`src/rtl/lsu_mem_stage_if.sv`:
```
// Bundled M-stage handshake, memory request/response port and W-stage result port.
// slave = LSU side, master = surrounding pipeline and memory.
interface lsu_mem_stage_if #(
   parameter int unsigned ADDR_W = 32
);
   logic              s_valid;
   logic              s_ready;
   logic              mvalid;
   logic              mwen;
   logic [7:0]        mwmask;
   logic [2:0]        mrtype;
   logic [ADDR_W-1:0] addr;
   logic [31:0]       wdata;

   logic              req_valid;
   logic              req_ready;
   logic              req_wen;
   logic [ADDR_W-1:0] req_addr;
   logic [31:0]       req_wdata;
   logic [3:0]        req_wstrb;

   logic              rsp_valid;
   logic [31:0]       rsp_rdata;
   logic              rsp_err;

   logic              m_valid;
   logic              m_ready;
   logic [31:0]       m_rdata;
   logic              m_err;

   modport slave (
      input  s_valid, mvalid, mwen, mwmask, mrtype, addr, wdata,
      output s_ready,
      output req_valid, req_wen, req_addr, req_wdata, req_wstrb,
      input  req_ready,
      input  rsp_valid, rsp_rdata, rsp_err,
      output m_valid, m_rdata, m_err,
      input  m_ready
   );

   modport master (
      output s_valid, mvalid, mwen, mwmask, mrtype, addr, wdata,
      input  s_ready,
      input  req_valid, req_wen, req_addr, req_wdata, req_wstrb,
      output req_ready,
      output rsp_valid, rsp_rdata, rsp_err,
      input  m_valid, m_rdata, m_err,
      output m_ready
   );
endinterface

```
`src/rtl/lsu_mem_stage.sv`:
```
// M-stage load/store unit: one op at a time over a request/response memory port,
// with lane shifting, load extension, misalignment trap and response timeout.
module lsu_mem_stage #(
   parameter int unsigned TIMEOUT = 255,
   parameter int unsigned ADDR_W  = 32
) (
   input  logic           clk,
   input  logic           rst,
   lsu_mem_stage_if.slave bus
);
   localparam int unsigned CNT_W = (TIMEOUT < 2) ? 1 : $clog2(TIMEOUT + 1);

   typedef enum logic [1:0] {IDLE, REQ, WAIT, DONE} state_t;

   state_t            state_q;
   logic [ADDR_W-1:0] addr_q;
   logic              wen_q;
   logic [2:0]        rtype_q;
   logic [31:0]       wdata_q;
   logic [3:0]        wstrb_q;
   logic [1:0]        off_q;
   logic [CNT_W-1:0]  cnt_q;
   logic [31:0]       rdata_q;
   logic              err_q;

   logic [1:0]        off_d;
   logic [31:0]       wdata_d;
   logic [3:0]        wstrb_d;
   logic              half_d;
   logic              word_d;
   logic              mis_d;
   logic [31:0]       ld_shift;
   logic [31:0]       ld_ext;
   logic [CNT_W-1:0]  cnt_d;
   logic              hs;
   logic              unused_mwmask_hi;

   assign unused_mwmask_hi = ^bus.mwmask[7:4];

   always_comb begin
      off_d   = bus.addr[1:0];
      wdata_d = bus.wdata << {off_d, 3'b000};
      wstrb_d = bus.mwmask[3:0] << off_d;
      // Access size comes from the mask for stores and from the load type for loads.
      half_d  = bus.mwen ? (bus.mwmask[3:0] == 4'b0011)
                         : (bus.mrtype == 3'd1 || bus.mrtype == 3'd4);
      word_d  = bus.mwen ? (bus.mwmask[3:0] == 4'b1111)
                         : (bus.mrtype == 3'd2);
      mis_d   = (half_d && off_d == 2'd3) || (word_d && off_d != 2'd0);
      hs      = bus.s_valid & bus.s_ready;
      cnt_d   = cnt_q + CNT_W'(1);

      ld_shift = bus.rsp_rdata >> {off_q, 3'b000};
      case (rtype_q)
         3'd0:    ld_ext = {{24{ld_shift[7]}}, ld_shift[7:0]};
         3'd1:    ld_ext = {{16{ld_shift[15]}}, ld_shift[15:0]};
         3'd3:    ld_ext = {24'd0, ld_shift[7:0]};
         3'd4:    ld_ext = {16'd0, ld_shift[15:0]};
         default: ld_ext = ld_shift;
      endcase
   end

   always_ff @(posedge clk) begin
      if (rst) begin
         state_q <= IDLE;
         addr_q  <= '0;
         wen_q   <= 1'b0;
         rtype_q <= 3'd0;
         wdata_q <= 32'd0;
         wstrb_q <= 4'd0;
         off_q   <= 2'd0;
         cnt_q   <= '0;
         rdata_q <= 32'd0;
         err_q   <= 1'b0;
      end else begin
         case (state_q)
            IDLE: begin
               if (hs) begin
                  addr_q  <= {bus.addr[ADDR_W-1:2], 2'b00};
                  wen_q   <= bus.mwen;
                  rtype_q <= bus.mrtype;
                  wdata_q <= wdata_d;
                  wstrb_q <= wstrb_d;
                  off_q   <= off_d;
                  rdata_q <= 32'd0;
                  err_q   <= 1'b0;
                  if (!bus.mvalid) begin
                     state_q <= DONE;
                  end else if (mis_d) begin
                     err_q   <= 1'b1;
                     state_q <= DONE;
                  end else begin
                     state_q <= REQ;
                  end
               end
            end
            REQ: begin
               if (bus.req_ready) begin
                  cnt_q   <= '0;
                  state_q <= WAIT;
               end
            end
            WAIT: begin
               // A response arriving on the deadline cycle still wins over the timeout.
               if (bus.rsp_valid) begin
                  rdata_q <= wen_q ? 32'd0 : ld_ext;
                  err_q   <= bus.rsp_err;
                  state_q <= DONE;
               end else if (TIMEOUT != 0 && cnt_d == CNT_W'(TIMEOUT)) begin
                  rdata_q <= 32'd0;
                  err_q   <= 1'b1;
                  state_q <= DONE;
               end else begin
                  cnt_q <= cnt_d;
               end
            end
            DONE: begin
               if (bus.m_ready) begin
                  state_q <= IDLE;
               end
            end
            default: state_q <= IDLE;
         endcase
      end
   end

   assign bus.s_ready   = (state_q == IDLE) & ~rst;
   assign bus.req_valid = (state_q == REQ) & ~rst;
   assign bus.req_wen   = wen_q;
   assign bus.req_addr  = addr_q;
   assign bus.req_wdata = wdata_q;
   assign bus.req_wstrb = wstrb_q;
   assign bus.m_valid   = (state_q == DONE) & ~rst;
   assign bus.m_rdata   = rdata_q;
   assign bus.m_err     = err_q;
endmodule
```
`src/flat_wrapper.sv`:
```
// flat-port wrapper written by rule: the top's interface ports become plain ports
module lsu_mem_stage_flat 
#(
   parameter int unsigned TIMEOUT = 255,
   parameter int unsigned ADDR_W  = 32
)
  (clk, rst, bus_s_valid, bus_mvalid, bus_mwen, bus_mwmask, bus_mrtype, bus_addr, bus_wdata, bus_s_ready, bus_req_valid, bus_req_wen, bus_req_addr, bus_req_wdata, bus_req_wstrb, bus_req_ready, bus_rsp_valid, bus_rsp_rdata, bus_rsp_err, bus_m_valid, bus_m_rdata, bus_m_err, bus_m_ready);
  lsu_mem_stage_if #(.ADDR_W(ADDR_W)) bus_i ();
  input  logic clk;
  input  logic rst;
  input wire logic [$bits(bus_i.s_valid)-1:0] bus_s_valid;
  input wire logic [$bits(bus_i.mvalid)-1:0] bus_mvalid;
  input wire logic [$bits(bus_i.mwen)-1:0] bus_mwen;
  input wire logic [$bits(bus_i.mwmask)-1:0] bus_mwmask;
  input wire logic [$bits(bus_i.mrtype)-1:0] bus_mrtype;
  input wire logic [$bits(bus_i.addr)-1:0] bus_addr;
  input wire logic [$bits(bus_i.wdata)-1:0] bus_wdata;
  output wire logic [$bits(bus_i.s_ready)-1:0] bus_s_ready;
  output wire logic [$bits(bus_i.req_valid)-1:0] bus_req_valid;
  output wire logic [$bits(bus_i.req_wen)-1:0] bus_req_wen;
  output wire logic [$bits(bus_i.req_addr)-1:0] bus_req_addr;
  output wire logic [$bits(bus_i.req_wdata)-1:0] bus_req_wdata;
  output wire logic [$bits(bus_i.req_wstrb)-1:0] bus_req_wstrb;
  input wire logic [$bits(bus_i.req_ready)-1:0] bus_req_ready;
  input wire logic [$bits(bus_i.rsp_valid)-1:0] bus_rsp_valid;
  input wire logic [$bits(bus_i.rsp_rdata)-1:0] bus_rsp_rdata;
  input wire logic [$bits(bus_i.rsp_err)-1:0] bus_rsp_err;
  output wire logic [$bits(bus_i.m_valid)-1:0] bus_m_valid;
  output wire logic [$bits(bus_i.m_rdata)-1:0] bus_m_rdata;
  output wire logic [$bits(bus_i.m_err)-1:0] bus_m_err;
  input wire logic [$bits(bus_i.m_ready)-1:0] bus_m_ready;
  assign bus_i.s_valid = bus_s_valid;
  assign bus_i.mvalid = bus_mvalid;
  assign bus_i.mwen = bus_mwen;
  assign bus_i.mwmask = bus_mwmask;
  assign bus_i.mrtype = bus_mrtype;
  assign bus_i.addr = bus_addr;
  assign bus_i.wdata = bus_wdata;
  assign bus_s_ready = bus_i.s_ready;
  assign bus_req_valid = bus_i.req_valid;
  assign bus_req_wen = bus_i.req_wen;
  assign bus_req_addr = bus_i.req_addr;
  assign bus_req_wdata = bus_i.req_wdata;
  assign bus_req_wstrb = bus_i.req_wstrb;
  assign bus_i.req_ready = bus_req_ready;
  assign bus_i.rsp_valid = bus_rsp_valid;
  assign bus_i.rsp_rdata = bus_rsp_rdata;
  assign bus_i.rsp_err = bus_rsp_err;
  assign bus_m_valid = bus_i.m_valid;
  assign bus_m_rdata = bus_i.m_rdata;
  assign bus_m_err = bus_i.m_err;
  assign bus_i.m_ready = bus_m_ready;
  lsu_mem_stage #(.TIMEOUT(TIMEOUT), .ADDR_W(ADDR_W)) u_core (.clk(clk), .rst(rst), .bus(bus_i));
endmodule
```
`config.mk`:
```
export PLATFORM = sky130hd
export DESIGN_NAME = lsu_mem_stage_flat
export DESIGN_NICKNAME = d
export VERILOG_FILES = /design/src/rtl/lsu_mem_stage_if.sv /design/src/rtl/lsu_mem_stage.sv /design/src/flat_wrapper.sv
export SDC_FILE = /design/constraint.sdc
export NUM_CORES = 1
export LEC_CHECK = 0
export CORE_ASPECT_RATIO = 1.75
export CORE_MARGIN = 10
export CORE_UTILIZATION = 40
export CTS_CLUSTER_SIZE = 8
export DETAILED_ROUTE_END_ITERATION = 10
export HOLD_SLACK_MARGIN = 0.12
export PLACE_DENSITY = 0.77
export RECOVER_POWER = 25
export SYNTH_ARGS = -nofsm -noshare
export SYNTH_HDL_FRONTEND = slang
export SYNTH_SLANG_ARGS = --single-unit
```
`constraint.sdc`:
```
create_clock -name clk -period 1.9 [get_ports clk]
set_input_delay 0.19 -clock clk [delete_from_list [all_inputs] [get_ports clk]]
set_output_delay 0.19 -clock clk [all_outputs]
set_load 0.01 [all_outputs]
```
==> results.yml <==
placement:
  placed_area_mm2: 0.00841
  port_buffers: 214
  dp.final_hpwl_um: 16200
  place_congestion: 0.892
worst_setup_path:
  crit_arrival_ns: 2.26
  crit_chain: "buf_6 -> and3_4 -> a311oi_4 -> or4_4 -> a31oi_4 -> buf_12 -> a22o_1"
  cp_data_required_time_ns: 2.25
  r2r_cells: 7
  worstReg2RegEnd: "u_core.bus.m_rdata[18]$_SDFFE_PP0P_"
  endpoint_kind: "flop"
  cp_max_fo: 23
  rrSetupSlack_ns: -0.02
  worstSetupStartpointType: "flop"
  slowest_stage: "or4_4"
  slowest_delay_ns: 0.56
  worstSetupPathType: "reg -> reg"
  rr_startpoint: "u_core.cnt_q[0]$_SDFFE_PP0P_"
clocking:
  cts_buffers: 17
  tritoncts: "yes"
  clockBufferDepth: 2
  clock-sinks: 115
  root_buffer: "clkbuf_16"
  worst_skew_pair.late_latency_ns: 0.41
  clkTransAtPathRegs_ns: 0.06
  h-tree-depth: 4
detailed_routing:
  ant_nets: 0
  dr.pass1.iters: 7
  routed-via-count: 6060
  wl_um: 21300
  route.detailed.drc: 0
  vias_per_cell: 5.36
  drt_iter0_drc: 304
  wl_per_cell_um: 18.9
sta:
  finalSetupTns_ns: -0.0719
  setup_ws_ns: -0.0159
  slew_headroom_pct: 51.7
  fin_worst_skew_ns: 0.0103
  finalSetupViolCount: 8
  worst_slew_pin_slew_ns: 0.723
  rsz0062_at_grt: "yes"
  finalHoldViolCount: 0
  final.min_clock_period_ns: 1.92
  hold_slack_ns: 0.251
  slew_violations: 0
  fmax_ghz: 0.522
  min_period_over_period_pct: 101
power_and_ir_drop:
  leakagePower_nw: 3.52
  vdd_drop_max_mv: 0.674
  powerDensity_mw_per_mm2: 953
hold_path:
  min_to: "u_core.cnt_q[6]$_SDFFE_PP0P_"
  hp-start: "rst"
  hold_depth: 3
  hold_path.class: "in -> reg"
floorplanning:
  die-area_mm2: 0.0199
  core_area_mm2: 0.0143
  initial_utilization_pct: 40.5
  placementRows: 58
  io_pins: 221
  die_h_um: 179
  fp.dieW_um: 111
global_routing:
  antenna_found_initial: 0
  grt_pass1_vias: 6006
  overflow: 0
  grt_pass1_wl_um: 32500
  grt_util_all_layers_pct: 20.3
  grt_start_max_net_pins: 81
finish:
  nFillCells: 1236
  drive_gt1_share_pct: 15.2
  final_nets: 1060
  stdcell_area_mm2: 0.00917
  area_delta_synth_final_pct: 58.5
  fin_util_pct: 64.2
  antenna_cells: 0
logic_synthesis:
  synth_area_per_cell_um2: 8.27
  synthDistinctLibCells: 59
  yosys_most_used_dff: "dfxtp_1"
  synth_edf_count: 0
  synth_area_mm2: 0.00579
  synth_cells: 700
  synth_commonest_cells: "115 x dfxtp_1, 115 x nand2_1, 52 x o21ai_0"
  yosys_warnings: 0
  synth.area.top_cells: "dfxtp_1 40%, mux2i_1 7.8%, nand2_1 7.5%"
  yosysTopAreaCell: "dfxtp_1"
  ys_seq_area_share_pct: 39.8
  ys_seq_elements: 115
  synth_top_area_share_pct: 39.8
  async_flop_share_pct: 0
run_status:
  status: "finished with violations"
  violations: "negative setup slack"
flow_run:
  cap_violations: 0
==> sequential cells by signal, summed over array words and instances, names as in the netlist, 2 cells and up <==
signal	flops
u_core.state_q	2
u_core.rtype_q	3
u_core.bus.req_wdata	32
u_core.bus.req_addr	30
u_core.bus.req_wstrb	4
u_core.cnt_q	8
u_core.bus.m_rdata	32
u_core.off_q	2
==> worst max-delay path: cells and delay by family (launching register included) <==
kind            cells  cell delay [ns]
flops               1             0.37
compound gates      3             0.46
buf+inv             2             0.29
simple gates        2             0.75
==> through the flow <==
step | cells | power, mW | setup slack, ns
2_1_floorplan | 701 | 4.23 | 0.00705
3_3_place_gp | 1092 | 5.44 | -0.133
3_5_place_dp | 1092 | 5.48 | -0.134
4_1_cts | 1125 | 8.73 | -0.0106
5_1_grt | 1130 | 9.15 | -0.0519
6_report | 1130 | 8.74 | -0.0159
==> cell type report <==
type	count	area, um2	share of cell area, %
timing repair buffer	277	2680	29.2
multi-input combinational	513	3310	36.1
clock inverter	15	173	1.88
clock buffer	17	425	4.64
inverter	13	48.8	0.532
tap	180	225	2.46
sequential	115	2310	25.2
==> power breakdown <==
part           total (mW)  internal, mW  leakage (nW)  switching [mW]
clock                3.21          1.97         0.290            1.25
sequential           2.84          2.68         0.939           0.158
combinational        2.69          1.32          2.29            1.37
total                8.74          5.97          3.52            2.77
==> per-layer routing <==
| layer | track usage [%] | share of wire, % | up-vias |
|---|---|---|---|
| met3 | 5.63 | 6.7 | 36 |
| met2 | 38.1 | 54 | 219 |
| met5 | 0 | 0 | - |
| met1 | 20.6 | 37 | 2817 |
| li1 | - | - | 2988 |
| met4 | 8.12 | 2.7 | 0 |
==> how the worst max path moves through the flow <==
stage / from / endpoint / slack, ns / depth (start not counted)
2_1_floorplan: u_core.state_q[1]$_SDFFE_PP0P_ / u_core.bus.m_rdata[23]$_SDFFE_PP0P_ / 0.007 / 10
3_3_place_gp: bus_rsp_rdata[31] / u_core.bus.m_rdata[13]$_SDFFE_PP0P_ / -0.13 / 7
3_5_place_dp: bus_rsp_rdata[31] / u_core.bus.m_rdata[8]$_SDFFE_PP0P_ / -0.13 / 7
4_1_cts: u_core.cnt_q[0]$_SDFFE_PP0P_ / u_core.bus.m_rdata[28]$_SDFFE_PP0P_ / -0.01 / 7
5_1_grt: u_core.cnt_q[0]$_SDFFE_PP0P_ / u_core.bus.m_err$_SDFFE_PP0P_ / -0.05 / 7
6_report: u_core.cnt_q[0]$_SDFFE_PP0P_ / u_core.bus.m_rdata[18]$_SDFFE_PP0P_ / -0.02 / 7
==> kinds of logic after synthesis <==
group	count (synthesis)	share of synthesized area [%]
multiplexers	53	9.53
buffers and inverters	73	5.66
other	1	0.0648
adder cells (fa/ha/maj)	7	1.51
AO/OA/AOI/OAI	202	23.4
AND/OR/NAND/NOR	246	19.6
flip-flops	115	39.8
XOR/XNOR	3	0.454
==> repair_timing <==
action | CTS | global route
setup endpoints to repair | 46 | 40
gates resized for setup | 14 | 20
pin swaps | 1 | 2
buffers inserted | 0 | 5
hold buffers | 0 | 0
gates cloned | 1 | 1
==> cell usage in the layout, fill, tap and decap left out, types with 15 or more instances in the layout <==
| cell type | netlist | layout |
|---|---|---|
| a21oi_1 | 49 | 48 |
| nor2_1 | 43 | 43 |
| a22o_1 | 16 | 16 |
| a211oi_1 | 28 | 27 |
| clkbuf_16 | 0 | 17 |
| dfxtp_1 | 115 | 109 |
| o2bb2ai_1 | 16 | 15 |
| nand3_1 | 19 | 16 |
| dlygate4sd3_1 | 0 | 47 |
| o21ai_0 | 52 | 51 |
| nand2_1 | 115 | 114 |
| nor3_1 | 22 | 22 |
| nor2b_1 | 15 | 15 |
| clkdlybuf4s50_1 | 0 | 162 |
| mux2i_1 | 45 | 45 |
| buf_4 | 5 | 51 |
No activity file was read; power rests on OpenSTA's default activity.
